File: src/rtl/uart_tx_param.sv
// Parametrised UART transmitter with a built-in runtime-loaded baud divisor,
// optional parity, configurable stop length and a sticky done flag.
module uart_tx_param #(
  parameter int unsigned DBIT       = 8,
  parameter int unsigned OVERSAMPLE = 16,
  parameter int unsigned SB_TICK    = 16,
  parameter int unsigned DVSR_W     = 16,
  parameter int unsigned PARITY_EN  = 0,
  parameter int unsigned PARITY_ODD = 0
) (
  input  logic              clk,
  input  logic              reset,
  input  logic [DVSR_W-1:0] dvsr,
  input  logic              tx_start,
  input  logic [DBIT-1:0]   din,
  output logic              tx_ready,
  output logic              tx_done_tick,
  output logic              tx_done,
  input  logic              done_clr,
  output logic              tx
);

  localparam int unsigned TICK_MAX = (OVERSAMPLE > SB_TICK) ? OVERSAMPLE : SB_TICK;
  localparam int unsigned TICK_W   = $clog2(TICK_MAX);
  localparam int unsigned BIT_W    = (DBIT > 1) ? $clog2(DBIT) : 1;

  typedef enum logic [2:0] {IDLE, START, DATA, PARITY, STOP} state_e;

  state_e              state_q, state_d;
  logic [DVSR_W-1:0]   dvsr_q, dvsr_d;
  logic [DVSR_W-1:0]   div_q, div_d;
  logic [TICK_W-1:0]   tick_q, tick_d;
  logic [BIT_W-1:0]    bit_q, bit_d;
  logic [DBIT-1:0]     sreg_q, sreg_d;
  logic                par_q, par_d;
  logic                tx_q, tx_d;
  logic                ready_q, ready_d;
  logic                done_q, done_d;
  logic                done_tick_q, done_tick_d;

  logic                s_tick_c;
  logic                accept_c;
  logic                last_os_c;
  logic                last_sb_c;
  logic                last_bit_c;

  assign s_tick_c   = (div_q == dvsr_q);
  assign accept_c   = (state_q == IDLE) && tx_start;
  assign last_os_c  = s_tick_c && (tick_q == TICK_W'(OVERSAMPLE - 1));
  assign last_sb_c  = s_tick_c && (tick_q == TICK_W'(SB_TICK - 1));
  assign last_bit_c = (bit_q == BIT_W'(DBIT - 1));

  // State register
  always_ff @(posedge clk or posedge reset) begin
    if (reset) state_q <= IDLE;
    else       state_q <= state_d;
  end

  // Next-state logic
  always_comb begin
    state_d = state_q;
    case (state_q)
      IDLE:    if (tx_start) state_d = START;
      START:   if (last_os_c) state_d = DATA;
      DATA:    if (last_os_c && last_bit_c) state_d = (PARITY_EN != 0) ? PARITY : STOP;
      PARITY:  if (last_os_c) state_d = STOP;
      STOP:    if (last_sb_c) state_d = IDLE;
      default: state_d = IDLE;
    endcase
  end

  // Divisor, tick/bit counters and shift register; everything restarts on accept
  always_comb begin
    dvsr_d = dvsr_q;
    div_d  = div_q;
    tick_d = tick_q;
    bit_d  = bit_q;
    sreg_d = sreg_q;
    par_d  = par_q;
    if (accept_c) begin
      dvsr_d = dvsr;
      div_d  = '0;
      tick_d = '0;
      bit_d  = '0;
      sreg_d = din;
      par_d  = (^din) ^ (PARITY_ODD != 0);
    end else if (state_q != IDLE) begin
      div_d = s_tick_c ? '0 : div_q + DVSR_W'(1);
      if (s_tick_c) begin
        if ((state_q == STOP) ? last_sb_c : last_os_c) tick_d = '0;
        else                                           tick_d = tick_q + TICK_W'(1);
      end
      if (state_q == DATA && last_os_c) begin
        sreg_d = sreg_q >> 1;
        bit_d  = last_bit_c ? '0 : bit_q + BIT_W'(1);
      end
    end
  end

  // Output logic, computed from the next state so the pin is a clean flop
  always_comb begin
    ready_d     = (state_d == IDLE);
    done_tick_d = (state_q == STOP) && (state_d == IDLE);
    case (state_d)
      START:   tx_d = 1'b0;
      DATA:    tx_d = sreg_d[0];
      PARITY:  tx_d = par_d;
      default: tx_d = 1'b1;
    endcase
    if (done_tick_d)                done_d = 1'b1;
    else if (done_clr || accept_c)  done_d = 1'b0;
    else                            done_d = done_q;
  end

  always_ff @(posedge clk or posedge reset) begin
    if (reset) begin
      dvsr_q      <= '0;
      div_q       <= '0;
      tick_q      <= '0;
      bit_q       <= '0;
      sreg_q      <= '0;
      par_q       <= 1'b0;
      tx_q        <= 1'b1;
      ready_q     <= 1'b1;
      done_q      <= 1'b0;
      done_tick_q <= 1'b0;
    end else begin
      dvsr_q      <= dvsr_d;
      div_q       <= div_d;
      tick_q      <= tick_d;
      bit_q       <= bit_d;
      sreg_q      <= sreg_d;
      par_q       <= par_d;
      tx_q        <= tx_d;
      ready_q     <= ready_d;
      done_q      <= done_d;
      done_tick_q <= done_tick_d;
    end
  end

  assign tx           = tx_q;
  assign tx_ready     = ready_q;
  assign tx_done      = done_q;
  assign tx_done_tick = done_tick_q;

endmodule

File: config.mk
export PLATFORM = sky130hd
export DESIGN_NAME = uart_tx_param
export DESIGN_NICKNAME = d
export VERILOG_FILES = /design/src/rtl/uart_tx_param.sv
export SDC_FILE = /design/constraint.sdc
export NUM_CORES = 1
export LEC_CHECK = 0
export ABC_AREA = 1
export CORE_AREA = 2 2 68 87
export DETAILED_ROUTE_END_ITERATION = 6
export DIE_AREA = 0 0 70 89
export PLACE_DENSITY = 0.86
export SYNTH_ARGS = -nofsm -noshare
export SYNTH_HDL_FRONTEND = slang
export SYNTH_SLANG_ARGS = --single-unit
File: constraint.sdc
create_clock -name clk -period 2.35 [get_ports clk]
set_clock_uncertainty 0.05 [all_clocks]
set_input_delay 0.3525 -clock clk [delete_from_list [all_inputs] [get_ports clk]]
set_output_delay 0.3525 -clock clk [all_outputs]
set_load 0.01 [all_outputs]
# Word level (Yosys, flattened, before mapping)

Cells that the tools add are included.

Output and inout port bits: 4
Flip-flop bits (word level): 55
Word-level logic and storage cells: 65
Bits of input ports: 28

Reduce and logical (&&, ||, !) cells: 16
Eq/ne operators: 10
Add/sub/neg operators: 3
Muxes and demuxes: 24

Operators with widths:

| operator                                       | count |
|---|---|
| two-way mux 16 bit                             | 3 |
| two-way mux 3 bit                              | 9 |
| two-way mux 8 bit                              | 3 |
| adder 16 x 1 -> 16 bit (second input constant) | 1 |
| == test 16 bit                                 | 1 |
| two-way mux 4 bit                              | 4 |
| one-hot mux 3 bit (5 select lines)             | 1 |
| == test 3 x 2 -> 1 bit (second input constant) | 4 |
| nonzero test 2 bit                             | 4 |
| parity 8 bit                                   | 1 |
| == test 3 x 1 -> 1 bit (second input constant) | 2 |
| == test 3 bit (second input constant)          | 2 |
| zero test 3 bit                                | 2 |
| logical AND 1 bit                              | 5 |
| adder 4 x 1 -> 4 bit (second input constant)   | 1 |
| == test 4 bit (second input constant)          | 1 |
| AND reduction 2 bit                            | 2 |
| adder 3 x 1 -> 3 bit (second input constant)   | 1 |
| two-way mux 1 bit                              | 3 |
| one-hot mux 1 bit (3 select lines)             | 1 |
| nonzero test 3 bit                             | 1 |
| logical OR 1 bit                               | 1 |

# Longest topological paths before layout

Gate-level depths: netlist (run 1).

Depth after elaboration: 8
Gate-level depth with buffers: 13
Mapped depth without buffers: 13

# Worst setup path before layout (run 1)

No wires, ideal clock.

Path kind: reg-to-reg
Start: register div_q[0]
End: register div_q[14]
Setup slack: 0.736 ns
Library setup time: 0.083 ns
Cell stages (with the launch flop): 12
Data required time: 2.217 ns
Period minus slack after synthesis: 1.614 ns
Path buffers: 0
Data arrival time: 1.482 ns
Cell sequence: dfrtp_1 ha_1 nand3_1 nor2_2 nand2_1 nor2_2 nand2_1 nor2_2 nand3b_1 a21oi_1 o21ai_1 o21ai_0

Cells in the longest elaborated chain, start to end: 4
Elaborated cells between the ends (all ways): 5
Those cells by class: add/sub (1); eq/ne (1); mux (3)

Ends and longest elaborated chain:

| item                                                     | line   | RTL |
|---|---|---|
| from (decl)                                              | 31     | `logic [DVSR_W-1:0] div_q, div_d;` |
| from (signal assigned)                                   | 129    | `div_q <= div_d;` |
| adder 16 x 1 -> 16 bit or == test 16 bit (tied branches) | 88, 47 |  |
| two-way mux 16 bit (*)                                   | 88     | `div_d = s_tick_c ? '0 : div_q + DVSR_W'(1);` |
| two-way mux 16 bit (*)                                   | 87     | `end else if (state_q != IDLE) begin` |
| two-way mux 16 bit (*)                                   | 80     | `if (accept_c) begin` |

Mark *: on every way between the ends. The rest lies on a longest branch, timed or not. The select of a mux whose other input is x is not followed.
A chain may end at the register's enable or synchronous reset.

# Worst setup path in the final report (run 1)

Start: register div_q[13]
End: register tx_q (netlist: tx)

Cells in the longest elaborated chain, start to end: 7
Elaborated cells between the ends (all ways): 16
Those cells by class: eq/ne (4); mux (9); reduce/logical (3)

Ends and longest elaborated chain:

| item                               | line | RTL |
|---|---|---|
| == test 16 bit                     | 47   | `assign s_tick_c = (div_q == dvsr_q);` |
| logical AND 1 bit                  | 49   | `assign last_os_c = s_tick_c && (tick_q == TICK_W'(OVERSAMPLE - 1));` |
| logical AND 1 bit                  | 93   | `if (state_q == DATA && last_os_c) begin` |
| two-way mux 8 bit                  | 93   |  |
| two-way mux 8 bit                  | 87   |  |
| two-way mux 8 bit                  | 80   |  |
| via sreg_d[0]                      | 34   | `logic [DBIT-1:0] sreg_q, sreg_d;` |
| one-hot mux 1 bit (3 select lines) | 104  | `case (state_d)` |
| via tx_d                           | 36   | `logic tx_q, tx_d;` |
| to (signal assigned)               | 134  | `tx_q <= tx_d;` |
| to (decl)                          | 36   |  |

The timed path passes the listed nets, and every way through them passes these cells. The select of a mux whose other input is x is not followed.

==> results by group, run 1 <==
Die
  – FP Rows: 30
  – Initial Utilization: 55.3%
  – IO Count: 32
  – Die Wd: 70 um
  – Die Ht: 89 um
  – Die area: 0.00623 mm2
  – Core Area: 0.00533 mm2

Detailed routing
  – 1st-pass router iterations: 4
  – Routed len/inst: 12.5 um
  – Detail Route Antenna Nets: 0
  – Via density: 5.21
  – Drt drc: 0
  – Initial drt markers: 179
  – Routed Wire Length: 5810 um
  – Vias: 2411

CTS
  – Worst-path clk slew: 0.09 ns
  – Clock Path Buffers: 2
  – Clock buffer count from CTS: 5
  – CTS resizes: 0
  – CTS root buf: clkbuf_8
  – H-tree depth: 2
  – Hold_buf cts: 0
  – Setup bufs post-CTS: 0
  – Clock sinks: 55
  – CTS tree: yes
  – Clock latency on the worst-skew pair: about 0.30 ns

Layout
  – Layout area overhead: 16.9%
  – Ant diodes: 0
  – Register area: around 0.0014 mm2
  – Multi-input combinational cell area: 0.00133 mm2
  – Design area: around 0.0034 mm2
  – Final Non-Filler Cells: 463
  – Fillers: 461
  – Nets@finish: 430
  – Post-Route Utilization: between 60% and 70%
  – Fraction of layout cells with a size suffix above 1: a little under an eighth

Yosys
  – Largest family of logic cells by synthesized area: simple AND/OR/NAND/NOR gates
  – List of most frequent post-synthesis cells: 109 x nand2_1, 53 x dfrtp_1, 46 x inv_1
  – Ranking of synthesized cells by area: dfrtp_1 45%, nand2_1 14%, inv_1 5.9%
  – Seq cells post-synth: 55
  – Largest area contributor in the netlist: dfrtp_1
  – Post-synth cell types: 32
  – Count leader, synth: nand2_1
  – EDFF count, synth: 0
  – Mapped Area: 0.00295 mm2
  – FFs w/ async S/R, synth: 100%
  – Post-synthesis mux area share: 0.340%
  – Main synth FF type: dfrtp_1
  – Post-synthesis instance total: 365
  – Number of synthesis warnings: 0
  – Compound-gate portion of the synthesized area: 10.1%
  – XOR/XNOR share of the synthesized area: 4.76%
  – Synth top area share: a little under half
  – Synth Area per Inst: 8.07 um2
  – Post-synth net total: approximately 400
  – Post-synthesis simple-gate area fraction: between 20% and 30%
  – Part of the Yosys area used for sequential elements: 46.8%
  – Adder-Cell Fraction of Synth Area: 1.70%

GRT
  – Initial antenna violation count: 0
  – Largest net degree at the start of global routing: 56
  – First-pass GRT wire length: 10600 um
  – Number of global-route vias before repair: 2385
  – GR Overflow Total: 0
  – Global Route Usage Sum: 21.0%

Place
  – I/O Buffers: 31
  – Dpl cell area: 0.00333 mm2
  – Routability congestion estimate: 0.797
  – HPWL after DPL: 4260 um
  – Cells after DPL: between 400 and 500

Timing
  – Worst Max-Slew Pin Slew: 0.554 ns
  – Fmax: 506 MHz
  – RSZ-0062 raised after global routing: no
  – Period utilisation layout: between 80% and 90%
  – Tmin final: 1.98 ns
  – Final Slew Violations: 0
  – Final Hold Violating Endpoints: 0
  – Slew Limit Headroom: 63.0%
  – Final TNS setup: 0 ns
  – Setup violators final: 0
  – Hold slack: 0.365 ns

Power and ir drop
  – Worst VDD drop: ~310 uV
  – Lkg Pwr: about 0.0016 uW
  – Gate power share: 8.9%
  – Clock power frac: 35.8%
  – Net Sw Power: roughly 390 uW
  – Reg power frac: a little under three fifths
  – Internal: 1400 uW
  – Pwr dens: between 500 and 600 mW/mm2
  – Switching share of power: 21.9%

Min path
  – Hold Path Class: input port to asynchronous set/reset pin

Critical path
  – Worst R2R Setup Slack: 0.37 ns
  – CP arrival: 2.16 ns
  – Critical R2R Capture: tx
  – Setup CP Type: register to register
  – CP max FO: 11
  – Worst r2r src: div_q[13]
  – R2R depth: 11
  – CP startpoint kind: register
  – CP Data Required Time: about 2.5 ns
  – CP Capture Type: register

Flow run
  – Max-cap viol count: 0

Outcome
  – Status: finished, final reports clean
==> layout by cell type, fill, tap and decap left out, types with 2 or more instances in the layout <==
cell               n
nor3_1             2
nand3_2            5
inv_2              9
ha_1               4
o211ai_1           3
o31ai_1            2
nor2_2             7
nand2_2            6
o21ai_0           28
a21oi_1            6
nor2_4             4
nand2_1          109
inv_1             45
xor2_1             9
dfstp_2            2
nor2_1            13
a22oi_1            3
nand3_1           19
nand3b_1           3
dfrtp_1           53
clkdlybuf4s50_1   31
clkbuf_8           6
xnor2_1            7
o22ai_1            6
nand4_1            4
o21ai_1            4
==> registers in the layout, indices dropped and copies added, names as in the netlist <==
signal        flops
div_q            16
dvsr_q           16
sreg_q            8
tick_q            4
bit_q             3
state_q           3
par_q             1
tx                1
tx_done           1
tx_done_tick      1
tx_ready          1
==> through the flow <==
| stage | setup slack [ns] | total power, uW |
|---|---|---|
| after detailed placement | 0.395 | 1170 |
| final | 0.375 | 1790 |
| after global placement | 0.449 | 1170 |
| after CTS | 0.349 | 1820 |
| after floorplan | 0.608 | 1090 |
| after global routing | 0.152 | 1870 |
==> cell families after synthesis <==
logic type | Yosys count
XOR/XNOR | 16
multiplexers | 1
flip-flops | 55
buffers and inverters | 61
AO/OA/AOI/OAI | 53
adder cells (fa/ha/maj) | 4
AND/OR/NAND/NOR | 175
==> per-layer routing <==
| layer | part of all wire (%) | track usage [%] |
|---|---|---|
| met1 | 44 | 25.9 |
| met2 | 52 | 38.6 |
| met3 | 3.3 | 3.72 |
| met4 | 1.0 | 5.42 |
| met5 | 0 | 0 |
==> critical path, cell delays in order, from the launching register on <==
cell	delay, ns
dfrtp_1	0.47
inv_2	0.05
nand2_1	0.05
nand2_1	0.06
nor2_2	0.10
nand2_1	0.10
nor2_4	0.20
nand4_1	0.37
nand3_1	0.23
nand3_2	0.09
nand2_2	0.08
nand3_2	0.06
==> how the worst max path moves through the flow <==
stage                to      start  cells past startpoint  slack (ns)
3_5_place_dp         tx  div_q[13]                     11        0.40
3_3_place_gp         tx  div_q[13]                     11        0.45
4_1_cts              tx  div_q[13]                     11        0.35
2_1_floorplan  bit_q[0]      reset                      1        0.61
6_report             tx  div_q[13]                     11        0.37
5_1_grt              tx   div_q[0]                     11        0.15
==> cell type report <==
cell class,instances,share of cell area (%)
clock buffers,6,2.40
clock inverters,2,1.02
inverters,54,5.88
multi-input cells,249,38.6
flip-flops and latches,55,40.0
well taps,64,2.32
repair buffers,33,9.80
==> power groups by stage <==
| stage | Clock [uW] | Combinational [uW] | Sequential (uW) |
|---|---|---|---|
| after global placement | 0 | 157 | 1010 |
| after global routing | 691 | 180 | 996 |
| after floorplan | 0 | 88.2 | 1010 |
| after detailed placement | 0 | 161 | 1010 |
| final | 641 | 159 | 993 |
| after CTS | 662 | 162 | 993 |
Power figures use the tool's default switching activity.
==> inputs of run 2 (changes only) <==
--- a/config.mk
+++ b/config.mk
@@ -6,10 +6,10 @@
 export NUM_CORES = 1
 export LEC_CHECK = 0
 export ABC_AREA = 1
-export CORE_AREA = 2 2 68 87
+export CORE_AREA = 2 2 71 90
 export DETAILED_ROUTE_END_ITERATION = 6
-export DIE_AREA = 0 0 70 89
-export PLACE_DENSITY = 0.86
+export DIE_AREA = 0 0 73 92
+export PLACE_DENSITY = 0.84
 export SYNTH_ARGS = -nofsm -noshare
 export SYNTH_HDL_FRONTEND = slang
 export SYNTH_SLANG_ARGS = --single-unit
==> constraint.sdc (replaced) <==
create_clock -name clk -period 1.7 [get_ports clk]
set_clock_uncertainty 0.05 [all_clocks]
set_input_delay 0.255 -clock clk [delete_from_list [all_inputs] [get_ports clk]]
set_output_delay 0.255 -clock clk [all_outputs]
set_load 0.01 [all_outputs]
==> results by group, run 2 (same netlist as run 1, synthesis figures left out) <==
Power and ir drop
  – Worst VDD drop: 604 uV (+92%)
  – Lkg Pwr: 0.00195 uW (+20%)
  – Pwr dens: 622 mW/mm2 (+20%)
  – Power Total: 2510 uW (+40%)

GRT
  – GR Overflow Total: 0 (unchanged)
  – Global Route Usage Sum: 22.2% (+1.1 points)
  – Initial antenna violation count: 0 (unchanged)
  – Largest net degree at the start of global routing: 56 (unchanged)
  – Number of global-route vias before repair: 2787 (+17%)
  – First-pass GRT wire length: 11800 um (+11%)

Layout
  – Fillers: 434 (-5.9%)
  – Design area: 0.00403 mm2 (+17%)
  – Layout area overhead: 36.9%
  – Multi-input combinational cell area: 0.00147 mm2 (+11%)
  – Biggest regs: div_q: 16 flops, dvsr_q: 16 flops, sreg_q: 8 flops
  – Commonest non-fill, non-tap cell in the layout: nand2_1
  – Most frequent cells in the layout: 101 x nand2_1, 51 x dfrtp_1, 47 x buf_4
  – Fraction of layout cells with a size suffix above 1: 28.4% (+17 points)
  – Ant diodes: 0 (unchanged)
  – Register area: 0.00138 mm2 (+0.18%)
  – Nets@finish: 482 (+12%)

Flow run
  – Max-cap viol count: 0 (unchanged)

CTS
  – Worst-path clk slew: 0.10 ns (about the same)
  – Clock sinks: 55 (unchanged)
  – Hold_buf cts: 0 (unchanged)
  – CTS root buf: clkbuf_8
  – H-tree depth: 2 (unchanged)
  – Clock latency on the worst-skew pair: 0.31 ns (about the same)
  – Clock Path Buffers: 2 (unchanged)
  – CTS tree: yes
  – Clock buffer count from CTS: 5 (unchanged)

Detailed routing
  – Detail Route Antenna Nets: 0 (unchanged)
  – Drt drc: 0 (unchanged)
  – Vias: 2761 (+15%)
  – Routed Wire Length: 7200 um (+24%)
  – Routed len/inst: 13.9 um (+11%)
  – 1st-pass router iterations: 4 (unchanged)
  – Initial drt markers: 177 (-1.1%)
  – Via density: 5.32 (+2.2%)

Timing
  – Final Worst Setup Slack: -0.101 ns (-0.476 ns)
  – Fmax: 555 MHz (+9.7%)
  – Final Slew Violations: 0 (unchanged)
  – Worst Max-Slew Pin Slew: 0.446 ns (-0.108 ns)
  – Tmin final: 1.80 ns (-0.174 ns)
  – Slew Limit Headroom: 70.2% (+7.2 points)
  – RSZ-0062 raised after global routing: yes
  – Final Hold Violating Endpoints: 0 (unchanged)
  – Period utilisation layout: 106% (+22 points)
  – Setup violators final: 15 (+15)

Critical path
  – CP max FO: 7 (-4)
  – CP startpoint kind: register
  – R2R depth: 11 (unchanged)
  – Setup CP Type: register to register
  – CP arrival: 2.01 ns (-0.15 ns)
  – CP Capture Type: register
  – CP Data Required Time: 1.91 ns (-0.62 ns)

Place
  – Dpl cell area: 0.00353 mm2 (+6.2%)
  – HPWL after DPL: 4700 um (+10%)
  – Routability congestion estimate: 0.844 (+5.8%)
  – I/O Buffers: 31 (unchanged)

Die
  – Die Ht: 92 um (+3.4%)
  – Die Wd: 73 um (+4.3%)
  – Initial Utilization: 49.4% (-5.9 points)
  – FP Rows: 32 (+6.7%)
  – IO Count: 32 (unchanged)
  – Core Area: 0.00597 mm2 (+12%)
  – Die area: 0.00672 mm2 (+7.8%)

Outcome
  – Status: complete, but fails checks
  – Failing checks: setup timing

Min path
  – Hold Path Class: input port to asynchronous set/reset pin
-- run 2: changes by cell type in the layout (fill, tap and decap cells not counted), sizes merged --
cell,change
clkinvlp,+2
clkinv,-1
buf,+52
clkbuf,-1
clkdlybuf4s50,-2
dlymetal6s2s,+2
-- run 2: path summary, 6_finish.rpt --
check / start / end / slack [ns]
hold / removal: reset / sreg_q[6] / 0.24
setup reg to reg: div_q[3] / tx / -0.10
max in group asynchronous: reset / tx_ready / 1.05
hold reg to reg: dvsr_q[3] / dvsr_q[3] / 0.46
setup / recovery: div_q[3] / tx / -0.10
min in group clk: dvsr[7] / dvsr_q[7] / 0.43
-- run 2: metrics by stage --
step | hold WS (ns) | TNS [ns] | std cells | utilization (%) | setup slack [ns]
global placement | 0.419 | -0.211 | 484 | 59.2 | -0.0985
global route | 0.277 | -3.94 | 519 | 67.6 | -0.252
CTS | 0.255 | -0.215 | 512 | 64.2 | -0.0577
detailed placement | 0.436 | -0.921 | 484 | 59.2 | -0.136
finish | 0.244 | -0.787 | 519 | 67.6 | -0.101
floorplan | 0.322 | 0 | 365 | - | 0.0554
-- run 2: worst max-delay path, stage by stage (launching register included) --
cell	delay (ns)
dfrtp_2	0.45
xor2_1	0.16
nor2_1	0.11
nand2_1	0.09
nor2_4	0.15
buf_6	0.14
nand3_4	0.11
nor2_4	0.20
nand2_2	0.08
nand3_2	0.09
nand2_2	0.06
nand3_2	0.06
-- run 2: per-layer routing --
metal  wire length (um)  up-vias  global-route usage (%)
li1                   -     1331                       -
met1               2800     1323                    26.2
met2               3840       87                    40.5
met3                328       20                    3.08
met4                225        0                    6.64
met5                  0        -                       0
-- run 2: repair_timing --
item / 4_1_cts / 5_1_grt
pin swaps: 8 / 21
gates resized for setup: 11 / 40
endpoints found under the setup margin: 24 / 45
buffers inserted: 20 / 7
-- run 2: cell type report --
| class | instances | share of cell area [%] |
|---|---|---|
| Multi-Input combinational cell | 249 | 36.4 |
| Sequential cell | 55 | 34.3 |
| Timing Repair Buffer | 85 | 19.2 |
| Inverter | 54 | 5.18 |
| Tap cell | 68 | 2.11 |
| Clock buffer | 5 | 1.71 |
| Clock inverter | 3 | 1.15 |
-- run 2: where the power goes --
group	switching (uW)	internal (uW)
logic	119	125
clock network	450	444
registers	24.4	1350
